### config.mk
export PLATFORM = sky130hd
export DESIGN_NAME = proc_control_unit
export DESIGN_NICKNAME = d
export VERILOG_FILES = /design/src/rtl/proc_control_unit.sv
export SDC_FILE = /design/constraint.sdc
export NUM_CORES = 1
export LEC_CHECK = 0
export CORE_UTILIZATION = 31
export CTS_CLUSTER_DIAMETER = 200
export CTS_CLUSTER_SIZE = 20
export DETAILED_ROUTE_END_ITERATION = 7
export MAX_ROUTING_LAYER = met4
export PLACE_DENSITY = 0.73
export SYNTH_ARGS = -nofsm -noshare
export SYNTH_HDL_FRONTEND = slang
export SYNTH_SLANG_ARGS = --single-unit
### constraint.sdc
create_clock -name clk -period 1.5 [get_ports clk]
set_input_delay 0.15 -clock clk [delete_from_list [all_inputs] [get_ports clk]]
set_output_delay 0.15 -clock clk [all_outputs]
set_load 0.01 [all_outputs]
### src/rtl/proc_control_unit.sv
// Control FSM for the simple processor: fetches a 9-bit instruction and
// sequences mv/mvi/add/sub over timesteps T0..T3.
//
// Ports:
//   clk, reset      rising-edge clock, synchronous active-high reset
//   run             start request, sampled only in T0
//   din[DW-1:0]     instruction/immediate bus (only din[8:0] is used)
//   ir[8:0]         latched instruction III XXX YYY
//   rin_sel/rin_en  destination register code and decoder enable
//   rout_sel/rout_en source register code and decoder enable
//   dinout, ain, gin, gout, addsub, done   datapath controls
//   state[1:0]      current timestep T0=00 .. T3=11
module proc_control_unit #(
    parameter int DW = 9
) (
    input  logic          clk,
    input  logic          reset,
    input  logic          run,
    input  logic [DW-1:0] din,
    output logic [8:0]    ir,
    output logic [2:0]    rin_sel,
    output logic          rin_en,
    output logic [2:0]    rout_sel,
    output logic          rout_en,
    output logic          dinout,
    output logic          ain,
    output logic          gin,
    output logic          gout,
    output logic          addsub,
    output logic          done,
    output logic [1:0]    state
);

    typedef enum logic [1:0] {
        T0 = 2'b00,
        T1 = 2'b01,
        T2 = 2'b10,
        T3 = 2'b11
    } state_t;

    localparam logic [2:0] OP_MV  = 3'b000;
    localparam logic [2:0] OP_MVI = 3'b001;
    localparam logic [2:0] OP_ADD = 3'b010;
    localparam logic [2:0] OP_SUB = 3'b011;

    state_t     cur;
    state_t     nxt;
    logic [2:0] op;
    logic [2:0] rx;
    logic [2:0] ry;

    assign op    = ir[8:6];
    assign rx    = ir[5:3];
    assign ry    = ir[2:0];
    assign state = cur;

    always_ff @(posedge clk) begin
        if (reset) begin
            cur <= T0;
            ir  <= '0;
        end else begin
            cur <= nxt;
            if (cur == T0 && run) begin
                ir <= din[8:0];
            end
        end
    end

    always_comb begin
        nxt      = T0;
        rin_sel  = 3'b000;
        rin_en   = 1'b0;
        rout_sel = 3'b000;
        rout_en  = 1'b0;
        dinout   = 1'b0;
        ain      = 1'b0;
        gin      = 1'b0;
        gout     = 1'b0;
        addsub   = 1'b0;
        done     = 1'b0;
        case (cur)
            T0: begin
                nxt = run ? T1 : T0;
            end
            T1: begin
                case (op)
                    OP_MV: begin
                        rout_en  = 1'b1;
                        rout_sel = ry;
                        rin_en   = 1'b1;
                        rin_sel  = rx;
                        done     = 1'b1;
                    end
                    OP_MVI: begin
                        dinout  = 1'b1;
                        rin_en  = 1'b1;
                        rin_sel = rx;
                        done    = 1'b1;
                    end
                    OP_ADD, OP_SUB: begin
                        rout_en  = 1'b1;
                        rout_sel = rx;
                        ain      = 1'b1;
                        nxt      = T2;
                    end
                    default: begin
                        done = 1'b1;
                    end
                endcase
            end
            T2: begin
                rout_en  = 1'b1;
                rout_sel = ry;
                gin      = 1'b1;
                // opcode LSB distinguishes sub (011) from add (010)
                addsub   = ir[6];
                nxt      = T3;
            end
            T3: begin
                gout    = 1'b1;
                rin_en  = 1'b1;
                rin_sel = rx;
                done    = 1'b1;
            end
            default: begin
                nxt = T0;
            end
        endcase
    end

endmodule

==> results.sh <==
export IMPL_fmax_mhz=581.8
export IMPL_numCtsBuffers=3
export IMPL_synthTopCellsByArea="dfxtp_1 38%, nand2_1 13%, a21oi_1 8.5%, ha_1 8.5%, a32o_1 5.1%"
export IMPL_setup_violations=9
export IMPL_worstHoldPathType="input port to flip-flop"
export IMPL_power_leakage_nw=0.5062
export IMPL_coreArea_sq_um=1745
export IMPL_final_util_pct=65.02
export IMPL_cp_slowest_stage_delay_ps=350
export IMPL_swShare_pct=28.07
export IMPL_final_cell_mix="21 x nand2_1, 21 x clkdlybuf4s50_1, 12 x buf_4, 10 x a21oi_1, 9 x buf_2"
export IMPL_arrival_ps=1570
export IMPL_gp_congestion=0.8361
export IMPL_drt_iter0_markers=7
export IMPL_diodes=0
export IMPL_worst_pin_slew_ps=369.0
export IMPL_yosysTopAreaCell="dfxtp_1"
export IMPL_clk_pin_slew_ps=70
export IMPL_synth_net_count=89
export IMPL_die_x_um=45.46
export IMPL_antenna_found_initial=0
export IMPL_gr_total_overflow=0
export IMPL_status="finished with violations"
export IMPL_fin_area_sq_um=1135
export IMPL_internal_power_mw=0.5360
export IMPL_fin_cells=149
export IMPL_dp_slack_ps=-348.1
export IMPL_grt_total_usage_pct=20.80
export IMPL_wl_um=1877
export IMPL_synth_warnings=0
export IMPL_syn2layout_area_growth_pct=93.80
export IMPL_clkPwrFrac_pct=26.9
export IMPL_root_buffer="clkbuf_4"
export IMPL_layout_min_cycle_time_ps=1719
export IMPL_syn_area_per_cell_sq_um=8.021
export IMPL_regToRegStartpoint="state[1]"
export IMPL_p_per_area_nw_per_um2=656.7
export IMPL_relSlewSlack_pct=75.32
export IMPL_switching_power_mw=0.2092
export IMPL_dp_cells=143
export IMPL_cts_sinks=11
export IMPL_start_util_pct=33.55
export IMPL_htree_levels=1
export IMPL_vdd_ir_drop_worst_v=0.0004705
export IMPL_finalHoldViolCount=0
export IMPL_synth_area_sq_um=585.6
export IMPL_violations="setup timing"
export IMPL_dieArea_sq_um=2067
export IMPL_grt_max_degree=12
export IMPL_dp_hpwl_um=1367
export IMPL_hold_buffers=0
export IMPL_clockBufferDepth=2
export IMPL_ys_ff_latch=11
export IMPL_grt_pass1_wl_um=2891
export IMPL_rows=15
export IMPL_maxSlewViolCount=0
export IMPL_nets=141
export IMPL_crit_required_ps=1350
export IMPL_power_frac_seq_pct=44.4
export IMPL_cp_start_kind="flip-flop"
export IMPL_comb_power_share_pct=28.7
export IMPL_clk_latency_ps=270
export IMPL_antenna_left=0
export IMPL_first_pass_iters=4
export IMPL_drive_gt1_share_pct=37.10
export IMPL_rsz0062_at_grt="true"
export IMPL_path_cells="inv_4 -> ha_4 -> nor3b_4 -> a21o_2 -> a32o_1 -> buf_2"
export IMPL_vias=701
export IMPL_yosysUniqueCellTypes=20
export IMPL_slowest_stage="dfxtp_2"
export IMPL_die_y_um=45.46
export IMPL_viasPerCell=4.705
export IMPL_finClkSkew_ps=2.069
export IMPL_grt_pass1_vias=654
export IMPL_crit_fanout=3
export IMPL_path_class="flip-flop to output pin"
export IMPL_final_setup_worst_slack_ps=-218.9
export IMPL_fin_crit_sh_pct=114.6
export IMPL_yosys_area_top_type_share_pct=37.61
export IMPL_crit_path_end_kind="output pin"
export IMPL_cts_tree="built"
export IMPL_holdCritStartpoint="din[4]"
export IMPL_startpoint="state[1]"
export IMPL_maxCapViolCount=0
export IMPL_synth_seq_area_share_pct=37.61
export IMPL_drc=0
export IMPL_syn_inst=73
export IMPL_io_pins=37
export IMPL_placed_area_sq_um=1052
export IMPL_port_buffers=36
export IMPL_wl_per_cell_um=12.60
-- state kept, by name, summed over array words and instances (netlist names) --
name	cells
ir	9
state	2
-- critical path: cells and delay by family, from the launching register on --
| family | cells | cell delay [ps] |
|---|---|---|
| compound gates | 2 | 460 |
| fa+ha+maj | 1 | 150 |
| buf+inv | 2 | 180 |
| flops | 1 | 350 |
| simple gates | 1 | 150 |
-- synthesized netlist by cell type (all sizes together) --
| library cell | n |
|---|---|
| nand2 | 21 |
| o211a | 1 |
| o21a | 1 |
| ha | 4 |
| a21o | 2 |
| a21oi | 10 |
| dfxtp | 11 |
| and2 | 4 |
| nor3b | 1 |
| clkbuf | 1 |
| buf | 1 |
| nor2b | 3 |
| a21boi | 1 |
| and3b | 1 |
| nand2b | 1 |
| inv | 5 |
| nor2 | 2 |
| a32o | 3 |
-- cell type report --
type                            instances  area [sq um]
Clock buffer                            4         26.28
Timing Repair Buffer                   49         422.9
Fill cell                             153         610.6
Sequential cell                        11         230.2
Multi-Input combinational cell         55         402.9
Tap cell                               25         31.28
Inverter                                5         21.27
-- metal layers --
layer / routed length (um) / global-route usage (%) / vias up
met5: 0 / - / -
met4: 61 / 16.97 / 0
met3: 121 / 3.571 / 6
met2: 967 / 33.43 / 37
met1: 727 / 22.14 / 312
li1: - / - / 346
-- worst paths after layout --
check                 to  slack, ps  cells after the start
min reg2reg        ir[4]        480                      2
max reg2reg     state[0]        150                      6
min                ir[4]        420                      3
max          rout_sel[1]       -220                      6
-- timing repair --
action	4_1_cts	5_1_grt
gates cloned	0	0
gates resized for setup	68	9
pin swaps	4	3
setup endpoints to repair	14	15
setup buffers	1	1
-- metrics by stage --
stage | total power, mW | TNS [ps] | hold WS (ps)
2_1_floorplan | 0.4112 | 0 | 219.1
3_3_place_gp | 0.5235 | -2304 | 475.5
3_5_place_dp | 0.5283 | -2687 | 476.7
4_1_cts | 0.7413 | -914.6 | 422.5
5_1_grt | 0.7853 | -1714 | 429.4
6_report | 0.7452 | -1094 | 423.8
-- cells by family after synthesis --
| group | share of synthesized area [%] |
|---|---|
| adders and majority gates | 8.547 |
| AOI/OAI and AO/OA | 20.94 |
| DFF | 37.61 |
| and+or+nand+nor | 28.21 |
| buffers and inverters | 4.700 |
-- power by group through the flow --
stage	clock network, mW	registers, mW	logic [mW]
6_report	0.201	0.331	0.214
5_1_grt	0.221	0.334	0.231
4_1_cts	0.209	0.330	0.202
3_5_place_dp	0	0.333	0.195
3_3_place_gp	0	0.333	0.191
2_1_floorplan	0	0.341	0.0706
No activity file was read; power rests on OpenSTA's default activity.
